### config.mk
export PLATFORM = sky130hd
export DESIGN_NAME = pm_sort_seq
export DESIGN_NICKNAME = d
export VERILOG_FILES = /design/src/rtl/pm_sort_seq.sv
export SDC_FILE = /design/constraint.sdc
export NUM_CORES = 1
export LEC_CHECK = 0
export ABC_AREA = 1
export CAP_MARGIN = 10
export CORE_ASPECT_RATIO = 0.7
export CORE_MARGIN = 4
export CORE_UTILIZATION = 25
export DETAILED_ROUTE_END_ITERATION = 7
export PLACE_DENSITY = 0.54
export SYNTH_ARGS = -nofsm -noshare
export SYNTH_HDL_FRONTEND = slang
export SYNTH_SLANG_ARGS = --single-unit
### constraint.sdc
create_clock -name clk -period 2.8 [get_ports clk]
set_input_delay 0.28 -clock clk [delete_from_list [all_inputs] [get_ports clk]]
set_output_delay 0.28 -clock clk [all_outputs]
set_load 0.02 [all_outputs]
### src/rtl/pm_sort_seq.sv
// Iterative path-metric sorter: one odd-even transposition pass per clock over
// 2L tagged candidates, early exit after two swap-free passes, L smallest out.
//
// state | meaning
// IDLE  | in_ready high, waiting for a candidate vector
// SORT  | one compare-and-swap row per cycle on the working array
// DONE  | out_valid high, result held until out_ready
module pm_sort_seq #(
   parameter int PM_WIDTH    = 8,
   parameter int L           = 4,
   parameter int INDEX_WIDTH = 3,
   parameter int PASS_WIDTH  = 5
) (
   input  logic                                  clk,
   input  logic                                  rst_n,
   input  logic                                  in_valid,
   output logic                                  in_ready,
   input  logic [PM_WIDTH*2*L-1:0]               pm_in,
   output logic                                  out_valid,
   input  logic                                  out_ready,
   output logic [(PM_WIDTH+INDEX_WIDTH)*L-1:0]   pm_out,
   output logic [PASS_WIDTH-1:0]                 pass_cnt
);

   localparam int N  = 2 * L;
   localparam int EW = PM_WIDTH + INDEX_WIDTH;

   typedef enum logic [1:0] {IDLE, SORT, DONE} state_t;

   state_t                 state_q;
   logic                   in_ready_q;
   logic                   out_valid_q;
   logic [EW*L-1:0]        pm_out_q;
   logic [PASS_WIDTH-1:0]  pass_cnt_q;

   logic [PM_WIDTH-1:0]    pm_q  [N];
   logic [PM_WIDTH-1:0]    pm_d  [N];
   logic [INDEX_WIDTH-1:0] idx_q [N];
   logic [INDEX_WIDTH-1:0] idx_d [N];
   logic [PASS_WIDTH-1:0]  pass_q;
   logic [PASS_WIDTH-1:0]  pass_d;
   logic                   swap_prev_q;
   logic                   swap_now;
   logic                   sort_end;
   logic [EW*L-1:0]        pm_out_d;

   // Pass k = pass_q+1; odd k pairs start at position 0, even k at position 1.
   always_comb begin
      pass_d   = pass_q + 1'b1;
      swap_now = 1'b0;
      pm_out_d = '0;
      for (int i = 0; i < N; i++) begin
         pm_d[i]  = pm_q[i];
         idx_d[i] = idx_q[i];
      end
      for (int i = 0; i < N - 1; i++) begin
         if ((i[0] == pass_q[0]) && (pm_q[i] > pm_q[i+1])) begin
            pm_d[i]    = pm_q[i+1];
            pm_d[i+1]  = pm_q[i];
            idx_d[i]   = idx_q[i+1];
            idx_d[i+1] = idx_q[i];
            swap_now   = 1'b1;
         end
      end
      sort_end = ((pass_d >= PASS_WIDTH'(2)) && !swap_now && !swap_prev_q) ||
                 (pass_d == PASS_WIDTH'(N));
      for (int j = 0; j < L; j++)
         pm_out_d[(L-1-j)*EW +: EW] = {idx_d[j], pm_d[j]};
   end

   always_ff @(posedge clk or negedge rst_n) begin
      if (!rst_n) begin
         state_q     <= IDLE;
         in_ready_q  <= 1'b1;
         out_valid_q <= 1'b0;
         pm_out_q    <= '0;
         pass_cnt_q  <= '0;
         pass_q      <= '0;
         swap_prev_q <= 1'b0;
         for (int i = 0; i < N; i++) begin
            pm_q[i]  <= '0;
            idx_q[i] <= '0;
         end
      end else begin
         case (state_q)
            IDLE: begin
               if (in_valid) begin
                  for (int i = 0; i < N; i++) begin
                     pm_q[i]  <= pm_in[(N-1-i)*PM_WIDTH +: PM_WIDTH];
                     idx_q[i] <= INDEX_WIDTH'(i);
                  end
                  pass_q      <= '0;
                  swap_prev_q <= 1'b0;
                  in_ready_q  <= 1'b0;
                  state_q     <= SORT;
               end
            end
            SORT: begin
               pm_q        <= pm_d;
               idx_q       <= idx_d;
               pass_q      <= pass_d;
               swap_prev_q <= swap_now;
               if (sort_end) begin
                  pm_out_q    <= pm_out_d;
                  pass_cnt_q  <= pass_d;
                  out_valid_q <= 1'b1;
                  state_q     <= DONE;
               end
            end
            DONE: begin
               if (out_ready) begin
                  out_valid_q <= 1'b0;
                  in_ready_q  <= 1'b1;
                  state_q     <= IDLE;
               end
            end
            default: begin
               out_valid_q <= 1'b0;
               in_ready_q  <= 1'b1;
               state_q     <= IDLE;
            end
         endcase
      end
   end

   assign in_ready  = in_ready_q;
   assign out_valid = out_valid_q;
   assign pm_out    = pm_out_q;
   assign pass_cnt  = pass_cnt_q;

endmodule
* Yosys cells after proc, flatten, opt, wreduce, memory -nomap -nowiden
Cells that the tools add are included.
Operators by class: equal/unequal tests 10, $lt $le $gt $ge 8, reduce and logical (&&, ||, !) cells 23, bitwise logic cells 3, add/subtract/negate cells 1, mux-type cells 38
Operator list (count):
- $pmux 64 s2 | 1
- $mux 16 | 7
- $mux 64 | 1
- $gt 8x8->1 | 7
- $pmux 24 s2 | 1
- $mux 6 | 7
- $mux 24 | 1
- $reduce_and 3->1 | 7
- $mux 1 | 11
- $pmux 5 s2 | 1
- $logic_and 1x1->1 | 9
- $ne 3x3->1 const B | 3
- $ne 2x2->1 const B | 4
- $mux 2 | 3
- $pmux 1 s3 | 2
- $pmux 2 s3 | 1
- $add 5x1->5 const B | 1
- $eq 5x4->1 const B | 1
- $ge 5x2->1 const B | 1
- $mux 5 | 1
- $reduce_and 2->1 | 2
- $not 1->1 | 3
- $eq 2x1->1 const B | 1
- $eq 2x2->1 const B | 1
- other kinds (5) | 6
Storage, ports and cells: input bits 68, word-level logic and storage cells 106, flip-flop bits (word level) 147, output and inout port bits 51

* Longest topological paths before layout
Gate-level depths: netlist of the first run.
depth in word-level cells 15, gate-level depth with buffers 18, depth with buffers taken out 17

* Worst setup path after synthesis of the first run
No wires, ideal clock.
path type reg2reg, start point reg pm_q[47] (netlist bit), end point reg pass_cnt_q[1], in the netlist pass_cnt[1], data required time 2.683 ns, setup slack 0.834 ns, cell stages (with the launch flop) 15, arrival time 1.849 ns, clock period less this slack 1.966 ns, buffers on the path 1, cell sequence dfrtp_1 -> inv_1 -> ha_1 -> a21o_1 -> nor2_1 -> nand2_1 -> nand2_2 -> nand2_1 -> nor2_2 -> nand3_2 -> nand2_4 -> nand2_4 -> buf_6 -> nand2_1 -> nand2_1
On the way: word-level cells in the longest chain between the ends 13
Ends and longest elaborated chain:
- start: declaration | line 36 | logic [PM_WIDTH-1:0] pm_q [N];
- start signal: indexed assignment | line 89 | pm_q[i] <= pm_in[(N-1-i)*PM_WIDTH +: PM_WIDTH];
- start signal: assignment | line 99 | pm_q <= pm_d;
- $gt 8x8->1 | line 57 | if ((i[0] == pass_q[0]) && (pm_q[i] > pm_q[i+1])) begin
- $logic_and 1x1->1 | line 57
- $mux 1 | line 57
- $mux 1 (*) (5 in series) | line 57
- $logic_not 1->1 (*) | line 65 | sort_end = ((pass_d >= PASS_WIDTH'(2)) && !swap_now && !swap_prev_q) ||
- $logic_and 1x1->1 (*) (2 in series) | line 65
- $logic_or 1x1->1 (*) | line 65
- $reduce_and 2->1 (no line) (*)
- end signal: assignment | line 105 | pass_cnt_q <= pass_d;
- end: declaration | line 34 | logic [PASS_WIDTH-1:0] pass_cnt_q;
Mark *: on every way between the ends. The rest lies on a longest branch, timed or not. A chain may end at the register's enable or synchronous reset.

* Worst setup path in the final report of the first run
start point reg pm_q[15] (netlist bit), end point reg pm_out_q[23], in the netlist pm_out[23]
On the way: word-level cells in the longest chain between the ends 9
Ends and longest elaborated chain:
- $gt 8x8->1 | line 57
- $logic_and 1x1->1 | line 57
- $mux 1 | line 57
- $mux 1 (*) | line 57
- $logic_not 1->1 (*) | line 65
- $logic_and 1x1->1 (*) (2 in series) | line 65
- $logic_or 1x1->1 (*) | line 65
- $reduce_and 2->1 (no line) (*)
- end signal: assignment | line 104 | pm_out_q <= pm_out_d;
- end: declaration | line 33 | logic [EW*L-1:0] pm_out_q;
Marked as above.

==> results of run 1 <==
==> state kept, by name (all words and copies together) (netlist names) <==
name         flops
pm_q            64
pm_out          44
idx_q           24
pass_cnt         5
pass_q           5
state_q          2
in_ready         1
out_valid        1
swap_prev_q      1
==> critical path, cell delays in order (launching register included) <==
cell,delay (ns)
dfrtp_1,0.39
inv_1,0.10
ha_1,0.31
a21o_1,0.19
nor2_1,0.16
nand2_1,0.09
nand2_2,0.15
nand2_1,0.13
nor2_2,0.20
nand3_2,0.11
nand2_4,0.09
buf_4,0.28
nand3_1,0.13
nand2_1,0.11
==> final cells by class <==
class                           count  area (µm²)  share of cell area (%)
Sequential cell                   147        3680                    32.8
Timing Repair Buffer              157        1500                    13.4
Inverter                          126         473                    4.22
Clock buffer                       19         443                    3.95
Tap cell                          472         591                    5.27
Clock inverter                     13         171                    1.53
Multi-Input combinational cell    847        4350                    38.8
==> final timing paths <==
| kind | to | slack, ns | cells after the start |
|---|---|---|---|
| min | pm_out[4] | 0.39 | 2 |
| max | pm_out[23] | 0.26 | 13 |
| min reg2reg | pm_out[31] | 0.47 | 2 |
| max in group asynchronous | in_ready | 1.54 | 3 |
| max reg2reg | pm_out[23] | 0.26 | 13 |
| min in group clk | pm_q[61] | 0.43 | 3 |
==> logic make-up (layout without fill, tap and decap cells) <==
| family | Yosys count | in the layout | synth area share (%) |
|---|---|---|---|
| buffers and inverters | 186 | 315 | 8.94 |
| AO/OA/AOI/OAI | 231 | 231 | 14.9 |
| AND/OR/NAND/NOR | 554 | 554 | 25.7 |
| adder cells (fa/ha/maj) | 59 | 59 | 8.37 |
| flip-flops | 147 | 147 | 41.7 |
| XOR/XNOR | 3 | 3 | 0.383 |
==> metal layers <==
layer  vias up  track usage (%)
li1       4103                -
met1      3833             22.2
met2       175             22.1
met3        10             3.86
met4         0             2.66
met5         -                0
==> metrics by stage <==
stage	util, %	worst slack [ns]	instance area [µm²]	hold WS (ns)	std cells
finish	32.3	0.260	11200	0.392	1781
global route	32.3	0.0134	11200	0.441	1781
CTS	32.3	0.223	11200	0.415	1781
detailed placement	30.5	0.278	10600	0.287	1748
global placement	30.5	0.294	10600	0.286	1748
floorplan	-	0.834	8810	-0.0156	1180
==> cell usage in the layout (no fill, tap or decap), types with 5 or more instances in the layout <==
master and instances:
clkdlybuf4s50_1 117, clkbuf_16 17, o21ai_1 11, nor2_1 34
nand2_1 412, o221ai_1 10, nand3_1 91, clkinvlp_4 5
nor3_1 5, dfrtp_1 146, ha_1 59, a21oi_1 36
o21ai_0 110, inv_1 122, o211ai_1 12, buf_4 36
o22ai_1 37
==> repair_timing <==
item	in CTS	in global routing
setup endpoints to repair	0	25
hold buffers	1	0
endpoints found under the hold margin	52	0
gates resized for setup	0	1
==> impl_metrics.prom, run 1 <==
# TYPE chip_impl_metric gauge
chip_impl_info{name="outcome",value="completed"} 1
chip_impl_info{name="synth_area_leader_cell",value="dfrtp_1"} 1
chip_impl_info{name="dominant_cells_by_area_after_synthesis",value="dfrtp_1 41%, nand2_1 18%, ha_1 8.4%"} 1
chip_impl_metric{name="core-area",unit="µm²"} 34700
chip_impl_metric{name="synth_async_sr_flop_share",unit="%"} 100
chip_impl_metric{name="grt_usage",unit="%"} 15.0
chip_impl_metric{name="tritoncts_num_sinks",unit=""} 147
chip_impl_metric{name="num_rows",unit=""} 57
chip_impl_info{name="unrepaired_setup_endpoints_after_global_routing",value="false"} 1
chip_impl_info{name="critical_path_launch_point_type",value="flop"} 1
chip_impl_info{name="startpoint",value="pm_q[15]"} 1
chip_impl_metric{name="synthesis.yosys.warnings",unit=""} 0
chip_impl_metric{name="setup_total_negative_slack",unit="ns"} 0
chip_impl_metric{name="start_util",unit="%"} 25.4
chip_impl_metric{name="yosysUniqueCellTypes",unit=""} 39
chip_impl_metric{name="post-route-drc-count",unit=""} 0
chip_impl_metric{name="place.port_buffers",unit=""} 118
chip_impl_metric{name="number_of_vias_after_detailed_routing",unit=""} 8121
chip_impl_metric{name="cts_buf_count",unit=""} 17
chip_impl_metric{name="final-max-slew-violation-count",unit=""} 0
chip_impl_metric{name="drive_gt1_share",unit="%"} 6.88
chip_impl_metric{name="drt-pass1-iter-count",unit=""} 5
chip_impl_info{name="ys.flop_type",value="dfrtp_1"} 1
chip_impl_metric{name="synth.avg_cell_area",unit="µm²"} 7.47
chip_impl_metric{name="layout_overhead_on_the_synthesized_area",unit="%"} 27.2
chip_impl_metric{name="finalHoldViolations",unit=""} 0
chip_impl_metric{name="ys_seq_area_share",unit="%"} 41.7
chip_impl_metric{name="fillerInstances",unit=""} 3720
chip_impl_metric{name="detail_route.wl_per_cell",unit="µm"} 15.7
chip_impl_metric{name="antenna_violations_before_repair",unit=""} 0
chip_impl_info{name="worstSetupPathType",value="reg2reg"} 1
chip_impl_metric{name="max_cap_viol_count",unit=""} 0
chip_impl_metric{name="vias_per_cell",unit=""} 4.56
chip_impl_metric{name="crit_path_max_fanout",unit=""} 24
chip_impl_metric{name="post-route-period-util",unit="%"} 90.7
chip_impl_info{name="synth.top_cells.by_count",value="412 x nand2_1, 146 x dfrtp_1, 122 x inv_1"} 1
chip_impl_metric{name="slew_worst_pin",unit="ns"} 0.640
chip_impl_metric{name="cts_post_setup_buffers_inserted",unit=""} 0
chip_impl_metric{name="postSynthRegisterBits",unit=""} 147
chip_impl_metric{name="first_global_vias",unit=""} 8002
chip_impl_metric{name="globalRoute.totalOverflow",unit=""} 0
chip_impl_metric{name="die_h",unit="µm"} 165
chip_impl_metric{name="synthesis.instances",unit=""} 1180
chip_impl_metric{name="maximum_frequency_from_static_timing_analysis",unit="MHz"} 394
chip_impl_metric{name="synthesis.nets",unit=""} 1307
chip_impl_metric{name="hpwlAfterDp",unit="µm"} 21300
chip_impl_metric{name="worst_slew_margin_rel",unit="%"} 57.3
chip_impl_info{name="synth_most_common_cell",value="nand2_1"} 1
chip_impl_metric{name="syn_area",unit="µm²"} 8810
chip_impl_metric{name="detailedRoute.firstIterationViolations",unit=""} 659
chip_impl_info{name="worstSetupEndpointType",value="flop"} 1
chip_impl_info{name="cts_root_buffer",value="clkbuf_16"} 1
chip_impl_metric{name="clk-insertion-delay-late",unit="ns"} 0.43
chip_impl_metric{name="grt_max_degree",unit=""} 64
chip_impl_metric{name="final_antenna_net_count",unit=""} 0
chip_impl_metric{name="synth_edf_count",unit=""} 0
chip_impl_info{name="critical_register_to_register_path_startpoint",value="pm_q[15]"} 1
chip_impl_metric{name="first_pass_grt_wire_length",unit="µm"} 45000
chip_impl_metric{name="routedLengthMet1",unit="µm"} 14300
chip_impl_metric{name="critPathArrivalTime",unit="ns"} 2.91
chip_impl_metric{name="clk_pin_slew",unit="ns"} 0.06
chip_impl_metric{name="finalWeightedCongestion",unit=""} 0.847
chip_impl_metric{name="met3RoutedLength",unit="µm"} 1740
chip_impl_metric{name="timing.final.crit_period",unit="ns"} 2.54
chip_impl_metric{name="num_antenna_cells",unit=""} 0
chip_impl_metric{name="synth_top_cell_area_share",unit="%"} 41.4
chip_impl_metric{name="boundaryPins",unit=""} 119
chip_impl_metric{name="met2WireLength",unit="µm"} 11800
chip_impl_metric{name="design.die.area",unit="µm²"} 38400
chip_impl_metric{name="setup_viol",unit=""} 0
chip_impl_info{name="hold_path_class",value="in2async"} 1
chip_impl_metric{name="h_tree_depth",unit=""} 4
chip_impl_metric{name="timing.clock.skew",unit="ns"} 0.0133
chip_impl_metric{name="ctsLongestPathBuffers",unit=""} 2
chip_impl_metric{name="finish.net_count",unit=""} 1423
chip_impl_metric{name="die-width",unit="µm"} 232
chip_impl_metric{name="postRouteWirelength",unit="µm"} 28000
chip_impl_info{name="tritoncts",value="done"} 1
chip_impl_info{name="highest-signal-layer",value="met4"} 1
chip_impl_metric{name="crit_required",unit="ns"} 3.17
Power of run 1 is left out: the tool's default activity adds up to more than one toggle a clock period on the data nets, which glitch-free logic cannot reach.
==> run 2: changes to the inputs <==
==> constraint.sdc (replaced) <==
create_clock -name clk -period 2.99 [get_ports clk]
set_input_delay 0.299 -clock clk [delete_from_list [all_inputs] [get_ports clk]]
set_output_delay 0.299 -clock clk [all_outputs]
set_load 0.02 [all_outputs]
==> run 2 against run 1 <==
Compared with the run above: sequential cell count stayed put; design area is 0.94% lower; highest routed layer unchanged; count of clock-buffer cells in the layout up 1; global-route usage about the same; worst hold slack improved by 0.048 ns; via count shrank 0.15%; non-clock buffer count down 4; worst setup slack gained 0.13 ns; register-to-register slack improved by 0.13 ns; routed wire length up 1.1%; sequential share of layout area grew 0.31 points; die area is the same.
==> impl_metrics.prom, run 2 (synthesis gave the netlist of run 1 again) <==
# TYPE chip_impl_metric gauge
chip_impl_info{name="unrepaired_setup_endpoints_after_global_routing",value="false"} 1
chip_impl_metric{name="hpwlAfterDp",unit="µm"} 21400
chip_impl_metric{name="clk-insertion-delay-late",unit="ns"} 0.44
chip_impl_metric{name="cts_post_setup_buffers_inserted",unit=""} 0
chip_impl_metric{name="maximum_frequency_from_static_timing_analysis",unit="MHz"} 384
chip_impl_metric{name="antenna_violations_before_repair",unit=""} 0
chip_impl_metric{name="finalWeightedCongestion",unit=""} 0.835
chip_impl_metric{name="detail_route.wl_per_cell",unit="µm"} 15.9
chip_impl_info{name="hold_path_class",value="in2reg"} 1
chip_impl_info{name="cts_root_buffer",value="clkbuf_16"} 1
chip_impl_info{name="final_cell_mix",value="412 x nand2_1, 146 x dfrtp_1, 122 x inv_1, 117 x clkdlybuf4s50_1, 110 x o21ai_0"} 1
chip_impl_metric{name="first_global_vias",unit=""} 8080
chip_impl_metric{name="finish.net_count",unit=""} 1419
chip_impl_metric{name="post-route-drc-count",unit=""} 0
chip_impl_metric{name="globalRoute.totalOverflow",unit=""} 0
chip_impl_metric{name="die-width",unit="µm"} 232
chip_impl_metric{name="timing.final.crit_period",unit="ns"} 2.60
chip_impl_metric{name="first_pass_grt_wire_length",unit="µm"} 45000
chip_impl_metric{name="place.port_buffers",unit=""} 118
chip_impl_info{name="tritoncts",value="done"} 1
chip_impl_info{name="critical_path_launch_point_type",value="flop"} 1
chip_impl_metric{name="core-area",unit="µm²"} 34700
chip_impl_metric{name="crit_path_max_fanout",unit=""} 13
chip_impl_metric{name="drive_gt1_share",unit="%"} 6.51
chip_impl_metric{name="h_tree_depth",unit=""} 4
chip_impl_metric{name="post_cts_resized",unit=""} 0
chip_impl_metric{name="tritoncts_num_sinks",unit=""} 147
chip_impl_metric{name="r2r_slack",unit="ns"} 0.39
chip_impl_metric{name="grt_max_degree",unit=""} 85
chip_impl_info{name="layout_commonest_cell",value="nand2_1"} 1
chip_impl_metric{name="drt-pass1-iter-count",unit=""} 5
chip_impl_metric{name="start_util",unit="%"} 25.4
chip_impl_metric{name="detailedPlace.worstSlack",unit="ns"} 0.467
chip_impl_metric{name="timing.clock.skew",unit="ns"} 0.0128
chip_impl_metric{name="vias_per_cell",unit=""} 4.56
chip_impl_metric{name="die_h",unit="µm"} 165
chip_impl_metric{name="final_antenna_net_count",unit=""} 0
chip_impl_metric{name="critPathArrivalTime",unit="ns"} 2.97
chip_impl_info{name="worstSetupEndpointType",value="flop"} 1
chip_impl_metric{name="layout_overhead_on_the_synthesized_area",unit="%"} 26.0
chip_impl_info{name="critical_register_to_register_path_startpoint",value="pm_q[47]"} 1
chip_impl_metric{name="post-route-period-util",unit="%"} 87.0
chip_impl_info{name="timing.critical_path.to",value="pm_out[22]"} 1
chip_impl_metric{name="multi_input_area",unit="µm²"} 4350
chip_impl_metric{name="num_antenna_cells",unit=""} 0
chip_impl_metric{name="slew_worst_pin",unit="ns"} 0.850
chip_impl_metric{name="grt_usage",unit="%"} 15.0
chip_impl_metric{name="cts_buf_count",unit=""} 17
chip_impl_metric{name="register_area",unit="µm²"} 3680
chip_impl_info{name="worstSetupPathType",value="reg2reg"} 1
chip_impl_metric{name="crit_required",unit="ns"} 3.36
chip_impl_metric{name="postRouteWirelength",unit="µm"} 28300
chip_impl_info{name="top_register",value="pm_q"} 1
chip_impl_metric{name="boundaryPins",unit=""} 119
chip_impl_metric{name="ctsLongestPathBuffers",unit=""} 2
chip_impl_metric{name="finish.utilization",unit="%"} 32.0
chip_impl_metric{name="largest_register_ffs",unit=""} 64
chip_impl_metric{name="finalHoldViolations",unit=""} 0
chip_impl_metric{name="clk_pin_slew",unit="ns"} 0.06
chip_impl_metric{name="setup_ws",unit="ns"} 0.388
chip_impl_metric{name="setup_total_negative_slack",unit="ns"} 0
chip_impl_metric{name="ff_to_ff_path_depth",unit=""} 11
chip_impl_metric{name="final-max-slew-violation-count",unit=""} 0
chip_impl_metric{name="worst_slew_margin_rel",unit="%"} 43.3
chip_impl_metric{name="max_cap_viol_count",unit=""} 0
chip_impl_metric{name="detailedRoute.firstIterationViolations",unit=""} 608
chip_impl_metric{name="setup_viol",unit=""} 0
chip_impl_metric{name="number_of_vias_after_detailed_routing",unit=""} 8109
chip_impl_metric{name="num_rows",unit=""} 57
chip_impl_info{name="critical_path.reg2reg.endpoint",value="pm_out[22]"} 1
chip_impl_metric{name="design.die.area",unit="µm²"} 38400
chip_impl_info{name="startpoint",value="pm_q[47]"} 1
chip_impl_metric{name="fillerInstances",unit=""} 3733
chip_impl_metric{name="holdBufCountCts",unit=""} 1
chip_impl_info{name="outcome",value="completed"} 1
run 2: changes by cell type in the layout (fill, tap and decap cells not counted), moves of 2 or more:
cell / change
inv_6: -4
buf_4: -3
clkinv_2: +3
clkinv_4: +3
bufinv_16: -2
run 2: how the worst min path moves through the flow:
stage | from | to | cells after the start
final | pm_in[46] | pm_q[46] | 3
after global routing | pm_in[46] | pm_q[46] | 3
after CTS | pm_in[46] | pm_q[46] | 3
after detailed placement | rst_n | pm_out[4] | 1
after global placement | rst_n | pass_cnt[2] | 1
after floorplan | rst_n | idx_q[0] | 0
run 2: metrics by stage:
step	cells	instance area (µm²)	hold WS [ns]
global placement	1744	10500	0.425
floorplan	1180	8810	0.00341
detailed placement	1744	10500	0.419
global route	1777	11100	0.450
finish	1777	11100	0.440
CTS	1777	11100	0.428
run 2: area by class of cell:
class / count / share of cell area [%]
clock buffer: 20 / 4.02
clock inverter: 12 / 0.991
inverter: 126 / 4.26
multi-input combinational: 847 / 39.1
sequential: 147 / 33.1
tap: 472 / 5.32
timing repair buffer: 153 / 13.1
run 2: worst max-delay path, cell delays in order (launching register included):
cell	delay (ns)
dfrtp_1	0.43
inv_1	0.12
ha_1	0.33
a21o_1	0.19
nor2_1	0.11
nand2_1	0.07
nand2_2	0.23
inv_1	0.19
buf_4	0.22
o21ai_0	0.41
nand3_1	0.16
nand2_1	0.09
run 2: layer usage:
| metal | track usage, % | vias to the layer above | share of wire [%] |
|---|---|---|---|
| met3 | 3.82 | 14 | 6.3 |
| li1 | - | 4093 | - |
| met5 | 0 | - | 0 |
| met1 | 22.0 | 3832 | 50 |
| met2 | 22.1 | 170 | 42 |
| met4 | 3.42 | 0 | 0.98 |
Power of run 2 is left out for the same reason.
==> run 3: changes to the inputs <==
--- a/config.mk
+++ b/config.mk
@@ -10,7 +10,9 @@
 export CORE_ASPECT_RATIO = 0.7
 export CORE_MARGIN = 4
 export CORE_UTILIZATION = 25
+export CTS_BUF_LIST = sky130_fd_sc_hd__clkbuf_2 sky130_fd_sc_hd__clkbuf_4 sky130_fd_sc_hd__clkbuf_8
 export DETAILED_ROUTE_END_ITERATION = 7
+export MAX_ROUTING_LAYER = met4
 export PLACE_DENSITY = 0.54
 export SYNTH_ARGS = -nofsm -noshare
 export SYNTH_HDL_FRONTEND = slang
==> run 3 against run 2 <==
Compared with the run above: maximum frequency fell by 0.26%; global-route usage rose by 0.42 points; sequential cell count unchanged; non-clock buffer count unchanged; register-to-register slack is essentially flat.
==> impl_metrics.prom, run 3 (synthesis gave the netlist of run 1 again) <==
# TYPE chip_impl_metric gauge
chip_impl_info{name="outcome",value="completed"} 1
chip_impl_metric{name="slew_worst_pin",unit="ns"} 0.838
chip_impl_metric{name="drive_gt1_share",unit="%"} 6.67
chip_impl_info{name="timing.hold.worst_endpoint",value="pm_q[46]"} 1
chip_impl_metric{name="detailedRoute.firstIterationViolations",unit=""} 596
chip_impl_metric{name="final-max-slew-violation-count",unit=""} 0
chip_impl_info{name="critical-path-slowest-cell",value="dfrtp_1"} 1
chip_impl_info{name="layout_commonest_cell",value="nand2_1"} 1
chip_impl_metric{name="postRouteWirelength",unit="µm"} 28200
chip_impl_metric{name="hold_depth",unit=""} 3
chip_impl_info{name="worstSetupEndpointType",value="flop"} 1
chip_impl_metric{name="grt_max_degree",unit=""} 85
chip_impl_metric{name="grt.met1_usage",unit="%"} 22.0
chip_impl_info{name="worstSetupPathType",value="reg2reg"} 1
chip_impl_metric{name="r2r_slack",unit="ns"} 0.38
chip_impl_info{name="timing.critical_path.mode_cell",value="nand2_1"} 1
chip_impl_metric{name="first_pass_grt_wire_length",unit="µm"} 45000
chip_impl_info{name="worstPathCellList",value="inv_1 > ha_1 > nand2_1 > nor2_1 > a21oi_1 > nand2_2 > buf_4 > nand2_1 > o21ai_0 > o21ai_0 > nand3_1 > nand2_1"} 1
chip_impl_metric{name="global_route.usage.met2",unit="%"} 22.3
chip_impl_metric{name="final_area",unit="µm²"} 10900
chip_impl_metric{name="number_of_vias_after_detailed_routing",unit=""} 8147
chip_impl_info{name="top_register",value="pm_q"} 1
chip_impl_metric{name="holdBufCountCts",unit=""} 1
chip_impl_metric{name="finish.net_count",unit=""} 1419
chip_impl_metric{name="crit_required",unit="ns"} 3.39
chip_impl_metric{name="globalRoute.totalOverflow",unit=""} 0
chip_impl_metric{name="post-route-drc-count",unit=""} 0
chip_impl_metric{name="max_cap_viol_count",unit=""} 0
chip_impl_metric{name="core-area",unit="µm²"} 34700
chip_impl_metric{name="timing.final.crit_period",unit="ns"} 2.61
chip_impl_metric{name="worst-path-buf-inv",unit=""} 2
chip_impl_metric{name="design.die.area",unit="µm²"} 38400
chip_impl_info{name="critical_register_to_register_path_startpoint",value="pm_q[50]"} 1
chip_impl_metric{name="ctsLongestPathBuffers",unit=""} 2
chip_impl_metric{name="place.port_buffers",unit=""} 118
chip_impl_info{name="global_route.peak_usage_layer",value="met2"} 1
chip_impl_info{name="final_cell_mix",value="412 x nand2_1, 146 x dfrtp_1, 122 x inv_1, 117 x clkdlybuf4s50_1, 110 x o21ai_0"} 1
chip_impl_metric{name="cts_post_setup_buffers_inserted",unit=""} 0
chip_impl_info{name="hold_path_class",value="in2reg"} 1
chip_impl_metric{name="setup_viol",unit=""} 0
chip_impl_metric{name="die-width",unit="µm"} 232
chip_impl_metric{name="layout_overhead_on_the_synthesized_area",unit="%"} 23.9
chip_impl_info{name="cts_root_buffer",value="clkbuf_8"} 1
chip_impl_metric{name="crit_path_max_fanout",unit=""} 18
chip_impl_metric{name="h_tree_depth",unit=""} 4
chip_impl_metric{name="clk-insertion-delay-late",unit="ns"} 0.47
chip_impl_metric{name="die_h",unit="µm"} 165
chip_impl_info{name="min_from",value="pm_in[46]"} 1
chip_impl_metric{name="gr-usage-met3",unit="%"} 3.67
chip_impl_metric{name="first_global_vias",unit=""} 8109
chip_impl_metric{name="num_rows",unit=""} 57
chip_impl_metric{name="drt-pass1-iter-count",unit=""} 5
chip_impl_info{name="unrepaired_setup_endpoints_after_global_routing",value="false"} 1
chip_impl_metric{name="detailedPlace.worstSlack",unit="ns"} 0.467
chip_impl_metric{name="boundaryPins",unit=""} 119
chip_impl_info{name="path_delay_family",value="compound AO/OA/AOI/OAI gates"} 1
chip_impl_metric{name="critPathArrivalTime",unit="ns"} 3.01
chip_impl_metric{name="worst_slew_margin_rel",unit="%"} 44.1
chip_impl_metric{name="finalWeightedCongestion",unit=""} 0.850
chip_impl_metric{name="critical_path.max_stage_delay",unit="ns"} 0.47
chip_impl_metric{name="antenna_violations_before_repair",unit=""} 0
chip_impl_metric{name="place_area",unit="µm²"} 10500
chip_impl_metric{name="vias_per_cell",unit=""} 4.58
chip_impl_metric{name="post_cts_resized",unit=""} 0
chip_impl_metric{name="setup_total_negative_slack",unit="ns"} 0
chip_impl_metric{name="tritoncts_num_sinks",unit=""} 147
chip_impl_info{name="critical_path_launch_point_type",value="flop"} 1
chip_impl_metric{name="ff_to_ff_path_depth",unit=""} 12
chip_impl_info{name="tritoncts",value="done"} 1
chip_impl_metric{name="clk_pin_slew",unit="ns"} 0.08
chip_impl_metric{name="timing.clock.skew",unit="ns"} 0.0181
chip_impl_metric{name="grt_usage",unit="%"} 15.4
chip_impl_metric{name="cts_buf_count",unit=""} 17
chip_impl_metric{name="setup_ws",unit="ns"} 0.381
chip_impl_info{name="critical_path.reg2reg.endpoint",value="pm_out[22]"} 1
chip_impl_metric{name="maximum_frequency_from_static_timing_analysis",unit="MHz"} 383
chip_impl_metric{name="final_antenna_net_count",unit=""} 0
chip_impl_metric{name="largest_register_ffs",unit=""} 64
chip_impl_metric{name="start_util",unit="%"} 25.4
chip_impl_metric{name="finalHoldViolations",unit=""} 0
chip_impl_metric{name="detail_route.wl_per_cell",unit="µm"} 15.9
chip_impl_metric{name="hpwlAfterDp",unit="µm"} 21400
chip_impl_metric{name="post-route-period-util",unit="%"} 87.3
==> run 3: changes by cell type in the layout (fill, tap and decap cells not counted) <==
| cell | change |
|---|---|
| clkbuf_16 | -17 |
| clkbuf_8 | +17 |
| clkbuf_4 | +2 |
| clkbuf_1 | -2 |
| diode_2 | +1 |
==> run 3: cell type report <==
| class | count | area (µm²) |
|---|---|---|
| fill | 3765 | 23800 |
| antenna | 1 | 2.50 |
| tap | 472 | 591 |
| clock buffer | 20 | 263 |
| sequential | 147 | 3680 |
| timing repair buffer | 153 | 1460 |
| multi-input combinational | 847 | 4350 |
| inverter | 126 | 473 |
| clock inverter | 12 | 110 |
==> run 3: through the flow <==
step | util, % | instances | hold WS [ns]
3_5_place_dp | 30.3 | 1744 | 0.419
6_report | 31.5 | 1778 | 0.398
4_1_cts | 31.4 | 1777 | 0.381
2_1_floorplan | - | 1180 | 0.00341
3_3_place_gp | 30.3 | 1744 | 0.425
5_1_grt | 31.4 | 1777 | 0.394
==> run 3: worst max-delay path by stage <==
stage | startpoint | endpoint | slack (ns) | cells past startpoint
floorplan | pm_q[47] | pass_cnt[1] | 1.02 | 14
global placement | pm_q[47] | pm_out[22] | 0.50 | 11
detailed placement | pm_q[47] | pm_out[22] | 0.47 | 11
CTS | pm_q[47] | pm_out[22] | 0.42 | 11
global route | pm_q[50] | pm_out[12] | 0.20 | 16
finish | pm_q[50] | pm_out[22] | 0.38 | 12
==> run 3: metal layers <==
| metal | routed length [µm] | part of all wire [%] | vias up |
|---|---|---|---|
| li1 | - | - | 4083 |
| met1 | 14100 | 50 | 3840 |
| met2 | 11900 | 42 | 202 |
| met3 | 1840 | 6.5 | 22 |
| met4 | 331 | 1.2 | 0 |
| met5 | 0 | 0 | - |
==> run 3: worst register-to-register path, cell delays in order (launching register included) <==
cell and delay, ns:
dfrtp_1 0.47, inv_1 0.11, ha_1 0.30, nand2_1 0.09, nor2_1 0.05, a21oi_1 0.25, nand2_2 0.23, buf_4 0.25
nand2_1 0.06, o21ai_0 0.07, o21ai_0 0.41, nand3_1 0.16, nand2_1 0.10
Power of run 3 is left out for the same reason.
